File: src/rtl/lcd_timing_pkg.sv
// Shared LCD line/field timing constants, saturation limits and receiver FSM states.
// Defaults describe a 1716-tick line with a 960x240 active window per field.
package lcd_timing_pkg;

   localparam int H_TOTAL    = 1716;
   localparam int H_DE_START = 70;
   localparam int H_DE_END   = 1029;
   localparam int V_DE_START = 21;
   localparam int V_DE_END   = 260;

   localparam logic [10:0] H_CNT_MAX = 11'd2047;
   localparam logic [9:0]  V_CNT_MAX = 10'd1023;

   typedef enum logic [1:0] {
      ST_SEARCH  = 2'd0,
      ST_ACQUIRE = 2'd1,
      ST_LOCKED  = 2'd2,
      ST_HOLD    = 2'd3
   } lcd_state_t;

   // Inclusive window test shared by the horizontal and vertical DE decode.
   function automatic logic in_window(input logic [10:0] val,
                                      input logic [10:0] lo,
                                      input logic [10:0] hi);
      return (val >= lo) && (val <= hi);
   endfunction

endpackage

File: src/rtl/sync_2ff.sv
// Single-bit two-flop synchronizer into the sys_clk domain, cleared by async rst.
module sync_2ff (
   input  logic sys_clk,
   input  logic rst,
   input  logic d,
   output logic q
);

   logic meta;

   always_ff @(posedge sys_clk or posedge rst) begin
      if (rst) begin
         meta <= 1'b0;
         q    <= 1'b0;
      end else begin
         meta <= d;
         q    <= meta;
      end
   end

endmodule

File: src/rtl/lcd_sync_rx.sv
// LCD sync receiver: recovers pixel ticks from an async pixel clock, counts h/v position,
// classifies line lengths and tracks timing lock with a SEARCH/ACQUIRE/LOCKED/HOLD FSM.
module lcd_sync_rx #(
   parameter int H_TOTAL    = lcd_timing_pkg::H_TOTAL,
   parameter int H_TOL      = 2,
   parameter int LOCK_LINES = 8,
   parameter int H_DE_START = lcd_timing_pkg::H_DE_START,
   parameter int H_DE_END   = lcd_timing_pkg::H_DE_END,
   parameter int V_DE_START = lcd_timing_pkg::V_DE_START,
   parameter int V_DE_END   = lcd_timing_pkg::V_DE_END
) (
   input  logic        sys_clk,
   input  logic        rst,
   input  logic        clkin_in,
   input  logic        h_sync_in,
   input  logic        v_sync_in,
   output logic [10:0] h_cnt,
   output logic [9:0]  v_cnt,
   output logic        field,
   output logic        de,
   output logic        locked,
   output logic [10:0] line_len,
   output logic        line_err,
   output logic        field_start,
   output logic [1:0]  state_dbg
);

   import lcd_timing_pkg::*;

   localparam logic [1:0]  S_SEARCH  = ST_SEARCH;
   localparam logic [1:0]  S_ACQUIRE = ST_ACQUIRE;
   localparam logic [1:0]  S_LOCKED  = ST_LOCKED;
   localparam logic [1:0]  S_HOLD    = ST_HOLD;

   localparam logic [10:0] LEN_MIN  = 11'(H_TOTAL - H_TOL);
   localparam logic [10:0] LEN_MAX  = 11'(H_TOTAL + H_TOL);
   localparam logic [10:0] H_HALF   = 11'(H_TOTAL / 2);
   localparam logic [10:0] HDE_LO   = 11'(H_DE_START);
   localparam logic [10:0] HDE_HI   = 11'(H_DE_END);
   localparam logic [10:0] VDE_LO   = 11'(V_DE_START);
   localparam logic [10:0] VDE_HI   = 11'(V_DE_END);
   localparam logic [7:0]  LOCK_N   = 8'(LOCK_LINES);

   logic       clk_s, hs_s, vs_s;
   logic       clk_d, hs_prev, vs_prev;
   logic       pix_tick, h_fall, v_fall;
   logic [10:0] len_sat;
   logic       len_ok, line_good, line_bad;
   logic [1:0] state, state_n;
   logic [7:0] good_cnt, good_n;
   logic       v_seen, v_seen_n;

   sync_2ff u_sync_clk (.sys_clk(sys_clk), .rst(rst), .d(clkin_in),  .q(clk_s));
   sync_2ff u_sync_hs  (.sys_clk(sys_clk), .rst(rst), .d(h_sync_in), .q(hs_s));
   sync_2ff u_sync_vs  (.sys_clk(sys_clk), .rst(rst), .d(v_sync_in), .q(vs_s));

   // Syncs are only meaningful on pixel ticks, so falls compare successive tick samples.
   assign pix_tick = clk_s & ~clk_d;
   assign h_fall   = pix_tick & hs_prev & ~hs_s;
   assign v_fall   = pix_tick & vs_prev & ~vs_s;

   assign len_sat   = (h_cnt == H_CNT_MAX) ? H_CNT_MAX : h_cnt + 11'd1;
   assign len_ok    = (len_sat >= LEN_MIN) && (len_sat <= LEN_MAX);
   assign line_good = h_fall & len_ok;
   // Timeout fires on the tick that takes h_cnt to its ceiling; it cannot recur until an H fall.
   assign line_bad  = (h_fall & ~len_ok) |
                      (pix_tick & ~h_fall & (h_cnt == H_CNT_MAX - 11'd1));

   assign locked    = (state == S_LOCKED) || (state == S_HOLD);
   assign state_dbg = state;

   always_ff @(posedge sys_clk or posedge rst) begin
      if (rst) begin
         clk_d       <= 1'b0;
         hs_prev     <= 1'b0;
         vs_prev     <= 1'b0;
         h_cnt       <= '0;
         v_cnt       <= '0;
         line_len    <= '0;
         field       <= 1'b0;
         field_start <= 1'b0;
      end else begin
         clk_d       <= clk_s;
         field_start <= 1'b0;
         if (pix_tick) begin
            hs_prev <= hs_s;
            vs_prev <= vs_s;
            if (h_fall) begin
               line_len <= len_sat;
               h_cnt    <= '0;
               if (v_cnt != V_CNT_MAX) begin
                  v_cnt <= v_cnt + 10'd1;
               end
            end else if (h_cnt != H_CNT_MAX) begin
               h_cnt <= h_cnt + 11'd1;
            end
            // V fall wins over the line increment; field parity comes from where in the line it landed.
            if (v_fall) begin
               v_cnt       <= '0;
               field_start <= 1'b1;
               field       <= ~(h_fall || (h_cnt < H_HALF));
            end
         end
      end
   end

   always_comb begin
      state_n  = state;
      good_n   = good_cnt;
      v_seen_n = v_seen | v_fall;
      case (state)
         S_SEARCH: begin
            good_n   = '0;
            v_seen_n = v_fall;
            if (h_fall) begin
               state_n = S_ACQUIRE;
            end
         end
         S_ACQUIRE: begin
            if (line_bad) begin
               state_n = S_SEARCH;
            end else begin
               if (line_good && (good_cnt != LOCK_N)) begin
                  good_n = good_cnt + 8'd1;
               end
               if ((good_cnt == LOCK_N) && v_seen) begin
                  state_n = S_LOCKED;
               end
            end
         end
         S_LOCKED: begin
            if (line_bad) begin
               state_n = S_HOLD;
            end
         end
         S_HOLD: begin
            if (line_bad) begin
               state_n = S_SEARCH;
            end else if (line_good) begin
               state_n = S_LOCKED;
            end
         end
         default: state_n = S_SEARCH;
      endcase
   end

   always_ff @(posedge sys_clk or posedge rst) begin
      if (rst) begin
         state    <= S_SEARCH;
         good_cnt <= '0;
         v_seen   <= 1'b0;
         line_err <= 1'b0;
         de       <= 1'b0;
      end else begin
         state    <= state_n;
         good_cnt <= good_n;
         v_seen   <= v_seen_n;
         line_err <= line_bad && (state != S_SEARCH);
         de       <= locked &&
                     in_window(h_cnt, HDE_LO, HDE_HI) &&
                     in_window({1'b0, v_cnt}, VDE_LO, VDE_HI);
      end
   end

endmodule

File: config.mk
export PLATFORM = sky130hd
export DESIGN_NAME = lcd_sync_rx
export DESIGN_NICKNAME = d
export VERILOG_FILES = /design/src/rtl/lcd_timing_pkg.sv /design/src/rtl/sync_2ff.sv /design/src/rtl/lcd_sync_rx.sv
export SDC_FILE = /design/constraint.sdc
export NUM_CORES = 1
export LEC_CHECK = 0
export CORE_ASPECT_RATIO = 0.6
export CORE_UTILIZATION = 35
export DETAILED_ROUTE_END_ITERATION = 8
export GPL_TIMING_DRIVEN = 0
export PLACE_DENSITY_LB_ADDON = 0.25
export SYNTH_ARGS = -nofsm -noshare
export SYNTH_HDL_FRONTEND = slang
export SYNTH_SLANG_ARGS = --single-unit
File: constraint.sdc
create_clock -name sys_clk -period 5.84 [get_ports sys_clk]
set_clock_uncertainty 0.1 [all_clocks]
set_input_delay 1.168 -clock sys_clk [delete_from_list [all_inputs] [get_ports sys_clk]]
set_output_delay 1.168 -clock sys_clk [all_outputs]
set_load 0.02 [all_outputs]
==> results of run 1 <==
[worst max path at each step]
stage                   from     endpoint  slack, ps  cells past startpoint
floorplan                rst    async pin       3200                      1
global placement         rst     h_cnt[3]       2180                      2
detailed placement  h_cnt[1]  good_cnt[2]       2970                      8
CTS                 register       locked       2720                      3
global route        register       locked       2660                      3
finish              register       locked       2740                      3
[state kept, by name (all words and copies together), names as in the netlist, 8 cells and up, named ones only]
register  cells
good_cnt      8
h_cnt        11
line_len     11
v_cnt        10
[layout make-up]
cell class	instances	area, sq um
buffer	24	128
sequential	56	1400
timing repair buffer	44	450
clock buffer	5	125
multi-input combinational	235	1510
tap	112	140
inverter	14	52.6
fill	843	4700
clock inverter	3	42.5
[cell usage after synthesis, types with 2 or more instances]
cell type,number
dfrtp_1,56
nor2_1,42
nand2_1,29
inv_1,14
a31oi_1,13
nand3_1,13
xor2_1,13
nor3_1,12
xnor2_1,11
buf_2,9
ha_1,9
o21ai_0,9
clkbuf_1,8
a21oi_1,7
and3_1,7
nand4_1,7
nand2b_1,5
o31ai_1,4
or3_1,4
a211oi_1,3
buf_4,3
mux2_2,3
nor2b_1,3
nor4b_1,3
a2111oi_0,2
a21o_1,2
and3b_1,2
and4_1,2
buf_1,2
buf_6,2
o211ai_1,2
o211ai_2,2
o22ai_1,2
o311ai_1,2
o41ai_1,2
[critical path, cell delays in order (launching register included)]
cell             delay [ps]
dfrtp_1                 410
clkbuf_1                390
clkbuf_1                140
clkdlybuf4s50_1         590
[cells by family (layout without fill, tap and decap cells)]
logic type	count (synthesis)	after routing	synth area share [%]
fa+ha+maj	9	9	3.64
simple gates	136	136	22.2
xor+xnor	24	24	6.79
compound gates	61	61	14.4
mux	5	5	1.90
buf+inv	38	90	5.82
flops	56	56	45.3
[power groups by stage]
stage	registers (mW)	clock network (mW)	logic (mW)
floorplan	0.549	0	0.231
global placement	0.502	0	0.441
detailed placement	0.504	0	0.449
CTS	0.497	0.353	0.450
global route	0.505	0.370	0.499
finish	0.497	0.345	0.450
[layer usage]
| layer | part of all wire, % | GRT usage, % |
|---|---|---|
| met1 | 52 | 25.8 |
| met2 | 41 | 24.6 |
| met3 | 5.8 | 4.70 |
| met4 | 1.2 | 5.76 |
| met5 | 0 | 0 |
==> impl_metrics.prom, run 1 <==
# TYPE chip_impl_metric gauge
chip_impl_info{name="crit-reg2reg-capture",value="good_cnt[2]"} 1
chip_impl_metric{name="dp_worst_setup_slack",unit="ps"} 2970
chip_impl_metric{name="overflow",unit=""} 0
chip_impl_metric{name="design.core.area",unit="sq mm"} 0.00856
chip_impl_metric{name="worst_r2r_path_depth",unit=""} 8
chip_impl_metric{name="grt_pass1_wl",unit="um"} 12100
chip_impl_metric{name="htree_levels",unit=""} 2
chip_impl_metric{name="timing.fmax",unit="MHz"} 323
chip_impl_metric{name="final.hold.worst_slack",unit="ps"} 252
chip_impl_metric{name="clock_sink_count",unit=""} 56
chip_impl_metric{name="synth_fp_nets",unit=""} 343
chip_impl_info{name="run_status",value="finished, final reports clean"} 1
chip_impl_info{name="worst_setup_path_start_kind",value="register"} 1
chip_impl_metric{name="antenna_violating_nets_post_route",unit=""} 0
chip_impl_info{name="cp-end-kind",value="output port"} 1
chip_impl_info{name="synthFlopType",value="dfrtp_1"} 1
chip_impl_metric{name="antenna_found_initial",unit=""} 0
chip_impl_metric{name="post_cts_resized",unit=""} 0
chip_impl_metric{name="final_setup_violation_count",unit=""} 0
chip_impl_metric{name="finish.utilization",unit="%"} 45.0
chip_impl_metric{name="port_buffers",unit=""} 43
chip_impl_metric{name="power_frac_seq",unit="%"} 38.5
chip_impl_info{name="r2r_start",value="h_cnt[1]"} 1
chip_impl_metric{name="dieWidth",unit="um"} 123
chip_impl_metric{name="hold_buffers",unit=""} 0
chip_impl_info{name="worst-setup-path-type",value="register to output port"} 1
chip_impl_metric{name="start_util",unit="%"} 36.2
chip_impl_metric{name="synth-edff-count",unit=""} 0
chip_impl_metric{name="post-layout-total-power",unit="mW"} 1.29
chip_impl_metric{name="min_delay_path_depth",unit=""} 0
chip_impl_metric{name="synth.ff_latch_count",unit=""} 56
chip_impl_metric{name="cts_setup_buffers",unit=""} 0
chip_impl_metric{name="slew_viol_final",unit=""} 0
chip_impl_info{name="unrepaired_setup_endpoints_after_global_routing",value="false"} 1
chip_impl_info{name="synth.area.top_cells",value="dfrtp_1 45%, nor2_1 5.1%, xor2_1 3.7%"} 1
chip_impl_metric{name="ff2ff_setup_slack",unit="ps"} 2950
chip_impl_metric{name="count_of_standard_cell_rows",unit=""} 26
chip_impl_metric{name="die_y",unit="um"} 74.8
chip_impl_metric{name="fin_cells",unit=""} 493
chip_impl_info{name="hold_class",value="register to register"} 1
chip_impl_info{name="endpoint_worst_hold",value="u_sync_vs.q"} 1
chip_impl_metric{name="syn-instance-count",unit=""} 329
chip_impl_metric{name="power.ir.vdd_worst",unit="V"} 0.000139
chip_impl_metric{name="synth_cell_type_count",unit=""} 55
chip_impl_metric{name="final.setup.tns",unit="ps"} 0
chip_impl_metric{name="clock_latency",unit="ps"} 300
chip_impl_metric{name="p_per_area",unit="mW/mm^2"} 335
chip_impl_metric{name="synth-seq-area-share",unit="%"} 45.3
chip_impl_metric{name="avgViaCountPerCell",unit=""} 5.23
chip_impl_metric{name="area_of_all_placed_cells_without_fillers",unit="sq mm"} 0.00385
chip_impl_metric{name="synth_top_area_share",unit="%"} 45.3
chip_impl_metric{name="crit_fanout",unit=""} 10
chip_impl_metric{name="hold_viol_final",unit=""} 0
chip_impl_metric{name="avgSynthCellArea",unit="sq um"} 9.40
chip_impl_metric{name="total_number_of_nets_in_the_final_design",unit=""} 394
chip_impl_metric{name="clock_power_share",unit="%"} 26.7
chip_impl_info{name="cts_root_buffer",value="clkbuf_16"} 1
chip_impl_metric{name="worst-endpoint-arrival",unit="ps"} 1830
chip_impl_metric{name="net_switching_power",unit="mW"} 0.460
chip_impl_metric{name="maxCapViolations",unit=""} 0
chip_impl_metric{name="slew_headroom",unit="%"} 56.0
chip_impl_metric{name="io-pin-count",unit=""} 44
chip_impl_metric{name="floorplan.die_area",unit="sq mm"} 0.00923
chip_impl_metric{name="total_leakage_power",unit="nW"} 1.65
chip_impl_metric{name="gr-usage-all-layers",unit="%"} 17.5
chip_impl_metric{name="comb_power_share",unit="%"} 34.8
chip_impl_metric{name="dp.cells",unit=""} 485
chip_impl_metric{name="layout-area-overhead-vs-synth",unit="%"} 24.5
chip_impl_metric{name="via_count_of_the_routed_design",unit=""} 2577
chip_impl_info{name="layout_commonest_cell",value="dfrtp_1"} 1
chip_impl_info{name="hold_sp",value="u_sync_vs.meta"} 1
chip_impl_metric{name="cell_area_after_synthesis",unit="sq mm"} 0.00309
chip_impl_metric{name="cell_internal_power",unit="mW"} 0.832
chip_impl_metric{name="wl_per_cell",unit="um"} 14.8
chip_impl_metric{name="drt-pass1-iter-count",unit=""} 4
chip_impl_metric{name="period_needed",unit="ps"} 3100
chip_impl_metric{name="clk_pin_slew_worst_paths",unit="ps"} 70
chip_impl_metric{name="place.gp.congestion",unit=""} 0.840
chip_impl_metric{name="antenna_cells",unit=""} 0
chip_impl_info{name="post-synth-top-area-cell",value="dfrtp_1"} 1
chip_impl_info{name="tritoncts_clock_tree",value="done"} 1
chip_impl_metric{name="grt_pass1_vias",unit=""} 2406
chip_impl_metric{name="asyncSetResetFlopFracSynth",unit="%"} 100
chip_impl_metric{name="detail_route.wirelength",unit="um"} 7320
chip_impl_metric{name="detailed_place_hpwl",unit="um"} 5380
chip_impl_metric{name="grt_start_max_net_pins",unit=""} 43
chip_impl_metric{name="drt_iter0_drc",unit=""} 164
chip_impl_metric{name="cp.required",unit="ps"} 4570
chip_impl_metric{name="setup_slack_after_layout",unit="ps"} 2740
chip_impl_metric{name="layout_worst_path_cycle_share",unit="%"} 53.0
chip_impl_metric{name="tritoncts.num_buffers",unit=""} 5
chip_impl_metric{name="clk_path_buf_depth",unit=""} 2
chip_impl_metric{name="worst_pin_slew",unit="ps"} 655
chip_impl_metric{name="detail_route.drc_violations",unit=""} 0
chip_impl_metric{name="place_area",unit="sq mm"} 0.00368
chip_impl_metric{name="share_of_layout_cells_above_drive_strength_1",unit="%"} 9.97
chip_impl_metric{name="power_switching_share",unit="%"} 35.6
chip_impl_info{name="layout.cells.most_common_list",value="56 x dfrtp_1, 43 x clkdlybuf4s50_1, 42 x nor2_1"} 1
chip_impl_metric{name="yosys_warnings",unit=""} 0
No activity file was read; power rests on OpenSTA's default activity.
==> run 2: changes to the inputs <==
clock period = 2.7 ns   (was 5.84 ns; I/O delays follow)
==> run 2 against run 1 <==
Against the previous run: global-route usage up 0.12 points; total power rose by 120%; non-clock buffer count increased by 2; count of clock-buffer cells in the layout is the same; routed wire length increased by 2.3%; largest power group unchanged.
==> impl_metrics.prom, run 2 (synthesis gave the netlist of run 1 again) <==
# TYPE chip_impl_metric gauge
chip_impl_metric{name="antenna_cells",unit=""} 0
chip_impl_metric{name="total_leakage_power",unit="nW"} 1.66
chip_impl_metric{name="hold_viol_final",unit=""} 0
chip_impl_metric{name="grtUsageMet1",unit="%"} 26.1
chip_impl_metric{name="drt_iter0_drc",unit=""} 127
chip_impl_info{name="layout.cells.most_common_list",value="55 x dfrtp_1, 43 x clkdlybuf4s50_1, 42 x nor2_1"} 1
chip_impl_info{name="top_flop_regs",value="h_cnt: 11 flops, line_len: 11 flops, v_cnt: 10 flops"} 1
chip_impl_metric{name="final.hold.worst_slack",unit="ps"} 252
chip_impl_metric{name="design.core.area",unit="sq mm"} 0.00856
chip_impl_metric{name="slew_headroom",unit="%"} 57.8
chip_impl_metric{name="seqCellArea",unit="sq mm"} 0.00140
chip_impl_metric{name="final_setup_violation_count",unit=""} 0
chip_impl_metric{name="grt_pass1_vias",unit=""} 2421
chip_impl_metric{name="hold_buffers",unit=""} 0
chip_impl_metric{name="clock_sink_count",unit=""} 56
chip_impl_metric{name="place_area",unit="sq mm"} 0.00368
chip_impl_metric{name="global_route.usage.met2",unit="%"} 24.8
chip_impl_metric{name="p_per_area",unit="mW/mm^2"} 729
chip_impl_info{name="unrepaired_setup_endpoints_after_global_routing",value="false"} 1
chip_impl_metric{name="htree_levels",unit=""} 2
chip_impl_info{name="top_usage_layer",value="met1"} 1
chip_impl_info{name="worst-setup-path-type",value="register to register"} 1
chip_impl_info{name="cp-end-kind",value="register"} 1
chip_impl_metric{name="detailed_place_hpwl",unit="um"} 5380
chip_impl_metric{name="power.ir.vdd_worst",unit="V"} 0.000296
chip_impl_metric{name="max_incr_delay_on_cp",unit="ps"} 590
chip_impl_metric{name="timing.fmax",unit="MHz"} 386
chip_impl_metric{name="overflow",unit=""} 0
chip_impl_metric{name="worst-endpoint-arrival",unit="ps"} 2680
chip_impl_metric{name="detail_route.wirelength",unit="um"} 7490
chip_impl_info{name="hold_class",value="register to register"} 1
chip_impl_metric{name="count_of_standard_cell_rows",unit=""} 26
chip_impl_metric{name="final.setup.tns",unit="ps"} 0
chip_impl_metric{name="grt_use_met3",unit="%"} 4.39
chip_impl_metric{name="dieWidth",unit="um"} 123
chip_impl_metric{name="die_y",unit="um"} 74.8
chip_impl_metric{name="min_delay_path_depth",unit=""} 0
chip_impl_metric{name="dp.cells",unit=""} 485
chip_impl_info{name="r2r_start",value="h_cnt[0]"} 1
chip_impl_info{name="cts_root_buffer",value="clkbuf_16"} 1
chip_impl_info{name="crit_path_cell_trace",value="ha_2, buf_6, nand3_4, o32ai_4, o211ai_2, or4_4, o311a_1"} 1
chip_impl_metric{name="fillers",unit=""} 827
chip_impl_metric{name="place.gp.congestion",unit=""} 0.840
chip_impl_metric{name="fin_cells",unit=""} 495
chip_impl_metric{name="multi_input_comb_area",unit="sq mm"} 0.00158
chip_impl_metric{name="detail_route.drc_violations",unit=""} 0
chip_impl_metric{name="antenna_found_initial",unit=""} 0
chip_impl_info{name="worst_path_max_delay_cell",value="or4_4"} 1
chip_impl_metric{name="avgViaCountPerCell",unit=""} 5.27
chip_impl_metric{name="worst_r2r_path_depth",unit=""} 7
chip_impl_metric{name="worst_pin_slew",unit="ps"} 629
chip_impl_info{name="worst_setup_path_start_kind",value="register"} 1
chip_impl_metric{name="tritoncts.num_buffers",unit=""} 5
chip_impl_metric{name="cp.required",unit="ps"} 2790
chip_impl_metric{name="total_number_of_nets_in_the_final_design",unit=""} 396
chip_impl_metric{name="area_of_all_placed_cells_without_fillers",unit="sq mm"} 0.00395
chip_impl_info{name="critPathTopFamily",value="compound AO/OA/AOI/OAI gates"} 1
chip_impl_info{name="tritoncts_clock_tree",value="done"} 1
chip_impl_metric{name="layout-area-overhead-vs-synth",unit="%"} 27.5
chip_impl_metric{name="wl_per_cell",unit="um"} 15.1
chip_impl_metric{name="critical_path_buf_inv_count",unit=""} 1
chip_impl_metric{name="grt_pass1_wl",unit="um"} 12200
chip_impl_info{name="crit-reg2reg-capture",value="good_cnt[4]"} 1
chip_impl_metric{name="drt-pass1-iter-count",unit=""} 6
chip_impl_metric{name="ff2ff_setup_slack",unit="ps"} 110
chip_impl_metric{name="layout_worst_path_cycle_share",unit="%"} 95.9
chip_impl_metric{name="port_buffers",unit=""} 43
chip_impl_metric{name="gr-usage-all-layers",unit="%"} 17.6
chip_impl_metric{name="maxCapViolations",unit=""} 0
chip_impl_metric{name="slew_viol_final",unit=""} 0
chip_impl_metric{name="floorplan.die_area",unit="sq mm"} 0.00923
chip_impl_metric{name="antenna_violating_nets_post_route",unit=""} 0
chip_impl_info{name="run_status",value="finished, final reports clean"} 1
chip_impl_metric{name="start_util",unit="%"} 36.2
chip_impl_metric{name="clk_pin_slew_worst_paths",unit="ps"} 70
chip_impl_info{name="layout_commonest_cell",value="dfrtp_1"} 1
chip_impl_metric{name="via_count_of_the_routed_design",unit=""} 2610
chip_impl_metric{name="clock_latency",unit="ps"} 300
chip_impl_metric{name="clk_path_buf_depth",unit=""} 2
chip_impl_metric{name="grt_start_max_net_pins",unit=""} 43
chip_impl_info{name="hold_sp",value="u_sync_vs.meta"} 1
chip_impl_metric{name="io-pin-count",unit=""} 44
chip_impl_metric{name="crit_fanout",unit=""} 10
chip_impl_metric{name="share_of_layout_cells_above_drive_strength_1",unit="%"} 12.3
chip_impl_info{name="endpoint_worst_hold",value="u_sync_vs.q"} 1
chip_impl_metric{name="period_needed",unit="ps"} 2590
-- run 2: metrics by stage --
stage	power (mW)	worst slack, ps	util [%]
final	2.88	111	46.1
after global routing	3.05	17.4	46.1
after CTS	2.83	11.7	45.4
after detailed placement	2.06	-171	43.1
after global placement	2.04	-336	42.8
after floorplan	1.69	118	-
-- run 2: worst max path at each step --
| stage | from | endpoint | slack, ps | cells past startpoint |
|---|---|---|---|---|
| 4_1_cts | h_cnt[1] | good_cnt[4] | 10 | 7 |
| 3_5_place_dp | h_cnt[1] | good_cnt[2] | -170 | 8 |
| 6_report | h_cnt[0] | good_cnt[4] | 110 | 7 |
| 3_3_place_gp | rst | h_cnt[3] | -340 | 2 |
| 2_1_floorplan | h_cnt[0] | good_cnt[4] | 120 | 8 |
| 5_1_grt | h_cnt[5] | state_dbg[0] | 20 | 9 |
-- run 2: final cells by class --
class / instances / share of cell area [%]
flip-flops and latches: 56 / 35.5
multi-input cells: 235 / 40.0
clock inverters: 3 / 1.08
clock buffers: 5 / 3.17
inverters: 14 / 1.33
plain buffers: 24 / 3.49
well taps: 112 / 3.55
repair buffers: 46 / 11.8
-- run 2: report_power, final --
part / switching [mW] / internal (mW) / total (mW)
logic: 0.596 / 0.466 / 1.06
clock network: 0.312 / 0.437 / 0.749
registers: 0.113 / 0.953 / 1.07
total: 1.02 / 1.86 / 2.88
-- run 2: what timing repair did --
action                     CTS  global route
pin swaps                    0             1
gates resized for setup      7             7
buffers inserted             0             2
setup endpoints to repair    8             8
hold endpoints to repair     0             0
-- run 2: worst reg2reg max path, cell delays in order (launching register included) --
cell	delay (ps)
dfrtp_1	410
ha_2	250
buf_6	160
nand3_4	100
o32ai_4	340
o211ai_2	180
or4_4	590
o311a_1	370
-- run 2: layer usage --
metal	vias to the layer above	routed length [um]
met5	-	0
met4	0	109
met3	8	390
met2	82	3080
met1	1260	3910
li1	1260	-
==> run 3: changes to the inputs <==
CTS_BUF_LIST = sky130_fd_sc_hd__clkbuf_2   (was default)
==> run 3 against run 2 <==
Against the previous run: critical path depth grew 2; die area stayed put; fmax about the same; hold slack worse by 83 ps; combinational power about the same; critical endpoint is now good_cnt[5]; non-clock buffer count did not move; final area down 2.3%; largest cell class unchanged; final cell count unchanged; first-iteration DRC count rose by 35%; sequential power about the same; total power down 10%; via count decreased by 1.6%.
==> impl_metrics.prom, run 3 (synthesis gave the netlist of run 1 again) <==
# TYPE chip_impl_metric gauge
chip_impl_metric{name="design.core.area",unit="sq mm"} 0.00856
chip_impl_metric{name="share_of_layout_cells_above_drive_strength_1",unit="%"} 12.5
chip_impl_metric{name="p_per_area",unit="mW/mm^2"} 672
chip_impl_info{name="run_status",value="finished, final reports clean"} 1
chip_impl_info{name="layout_commonest_cell",value="dfrtp_1"} 1
chip_impl_info{name="hold_class",value="input port to async pin"} 1
chip_impl_metric{name="final_setup_violation_count",unit=""} 0
chip_impl_metric{name="timing.fmax",unit="MHz"} 387
chip_impl_metric{name="place.gp.congestion",unit=""} 0.840
chip_impl_metric{name="hold_buffers",unit=""} 0
chip_impl_info{name="cts_root_buffer",value="clkbuf_2"} 1
chip_impl_metric{name="power.ir.vdd_worst",unit="V"} 0.000298
chip_impl_metric{name="antenna_violating_nets_post_route",unit=""} 0
chip_impl_metric{name="clk_pin_slew_worst_paths",unit="ps"} 300
chip_impl_metric{name="die_y",unit="um"} 74.8
chip_impl_metric{name="power_frac_seq",unit="%"} 41.4
chip_impl_info{name="top_flop_regs",value="h_cnt: 11 flops, line_len: 11 flops, v_cnt: 10 flops"} 1
chip_impl_metric{name="total_leakage_power",unit="nW"} 1.62
chip_impl_metric{name="clock_power_share",unit="%"} 16.8
chip_impl_metric{name="start_util",unit="%"} 36.2
chip_impl_metric{name="multi_input_comb_area",unit="sq mm"} 0.00159
chip_impl_info{name="cp-end-kind",value="register"} 1
chip_impl_metric{name="layout-area-overhead-vs-synth",unit="%"} 24.6
chip_impl_metric{name="place_area",unit="sq mm"} 0.00368
chip_impl_metric{name="antenna_found_initial",unit=""} 0
chip_impl_metric{name="avgViaCountPerCell",unit=""} 5.19
chip_impl_metric{name="grt_start_max_net_pins",unit=""} 43
chip_impl_info{name="worst_setup_path_start_kind",value="register"} 1
chip_impl_metric{name="grt_pass1_wl",unit="um"} 12100
chip_impl_metric{name="cell_internal_power",unit="mW"} 1.59
chip_impl_metric{name="fin_cells",unit=""} 495
chip_impl_metric{name="crit_fanout",unit=""} 10
chip_impl_metric{name="total_number_of_nets_in_the_final_design",unit=""} 396
chip_impl_metric{name="net_switching_power",unit="mW"} 1.00
chip_impl_metric{name="count_of_standard_cell_rows",unit=""} 26
chip_impl_metric{name="grt_pass1_vias",unit=""} 2424
chip_impl_metric{name="dieWidth",unit="um"} 123
chip_impl_metric{name="worst_pin_slew",unit="ps"} 631
chip_impl_metric{name="wl_per_cell",unit="um"} 15.0
chip_impl_metric{name="htree_levels",unit=""} 2
chip_impl_metric{name="clock_latency",unit="ps"} 480
chip_impl_metric{name="gr-usage-all-layers",unit="%"} 17.3
chip_impl_metric{name="floorplan.die_area",unit="sq mm"} 0.00923
chip_impl_metric{name="antenna_cells",unit=""} 0
chip_impl_metric{name="maxCapViolations",unit=""} 0
chip_impl_info{name="layout.cells.most_common_list",value="54 x dfrtp_1, 43 x clkdlybuf4s50_1, 42 x nor2_1"} 1
chip_impl_metric{name="clk_path_buf_depth",unit=""} 2
chip_impl_metric{name="slew_headroom",unit="%"} 57.6
chip_impl_metric{name="layout_worst_path_cycle_share",unit="%"} 95.8
chip_impl_metric{name="hold_viol_final",unit=""} 0
chip_impl_metric{name="detailed_place_hpwl",unit="um"} 5380
chip_impl_info{name="tritoncts_clock_tree",value="done"} 1
chip_impl_metric{name="period_needed",unit="ps"} 2590
chip_impl_metric{name="drt_iter0_drc",unit=""} 171
chip_impl_metric{name="dp.cells",unit=""} 485
chip_impl_metric{name="comb_power_share",unit="%"} 41.9
chip_impl_metric{name="detail_route.wirelength",unit="um"} 7410
chip_impl_info{name="worst-setup-path-type",value="register to register"} 1
chip_impl_metric{name="fillers",unit=""} 840
chip_impl_info{name="unrepaired_setup_endpoints_after_global_routing",value="false"} 1
chip_impl_metric{name="area_of_all_placed_cells_without_fillers",unit="sq mm"} 0.00386
chip_impl_metric{name="detail_route.drc_violations",unit=""} 0
chip_impl_metric{name="seqCellArea",unit="sq mm"} 0.00140
chip_impl_metric{name="worst-endpoint-arrival",unit="ps"} 2900
chip_impl_metric{name="port_buffers",unit=""} 43
chip_impl_metric{name="via_count_of_the_routed_design",unit=""} 2569
chip_impl_metric{name="slew_viol_final",unit=""} 0
chip_impl_metric{name="io-pin-count",unit=""} 44
chip_impl_metric{name="tritoncts.num_buffers",unit=""} 5
chip_impl_metric{name="overflow",unit=""} 0
chip_impl_metric{name="cp.required",unit="ps"} 3020
chip_impl_metric{name="drt-pass1-iter-count",unit=""} 6
chip_impl_metric{name="clock_sink_count",unit=""} 56
chip_impl_metric{name="power_switching_share",unit="%"} 38.6
-- run 3: cell type report --
class | count | area share (%)
Timing Repair Buffer | 47 | 12.3
Sequential cell | 56 | 36.4
Tap cell | 112 | 3.63
Clock buffer | 5 | 0.649
Inverter | 14 | 1.36
Buffer | 23 | 3.47
Clock inverter | 3 | 1.10
Multi-Input combinational cell | 235 | 41.1
-- run 3: final timing paths --
path                       slack, ps  cells past startpoint           to      startpoint
max in group asynchronous       1770                      3     h_cnt[1]             rst
hold reg to reg                  290                      0  u_sync_vs.q  u_sync_vs.meta
min in group sys_clk             290                      0  u_sync_vs.q  u_sync_vs.meta
setup / recovery                 110                      9  good_cnt[5]        h_cnt[0]
setup reg to reg                 110                      9  good_cnt[5]        h_cnt[0]
hold / removal                   170                      2  good_cnt[1]             rst
-- run 3: stage by stage --
stage               TNS (ps)  hold WS (ps)  setup WS, ps  utilization, %  power, mW
finish                     0           168           114            45.1       2.59
global route               0           138          17.3            45.1       2.76
CTS                        0           147          14.1            44.3       2.54
detailed placement      -792           237          -171            43.1       2.06
global placement      -18850           233          -336            42.8       2.04
floorplan                  0           231           118               -       1.69
-- run 3: power by group through the flow --
stage | logic, mW | registers (mW) | clock network, mW
2_1_floorplan | 0.500 | 1.19 | 0
3_3_place_gp | 0.955 | 1.09 | 0
3_5_place_dp | 0.970 | 1.09 | 0
4_1_cts | 1.03 | 1.06 | 0.449
5_1_grt | 1.19 | 1.09 | 0.480
6_report | 1.08 | 1.07 | 0.435
-- run 3: layer usage --
layer  vias to the layer above  wire, um  global-route usage [%]
met2                        63      3090                    25.0
met4                         0        55                    3.75
met1                      1230      3930                    25.8
li1                       1269         -                       -
met5                         -         0                       0
met3                         7       340                    4.70
-- run 3: what timing repair did --
item                       CTS  global route
resized for setup            4            12
setup buffers                3             0
pin swaps                    0             1
setup endpoints to repair    9             9
-- run 3: worst max-delay path, stage by stage (launching register included) --
cell and delay, ps:
dfrtp_2 480, ha_4 180, buf_6 150, nand2_1 90
nor3_1 480, o31ai_4 180, or3_1 360, buf_6 150
o311ai_1 250, o41ai_1 110
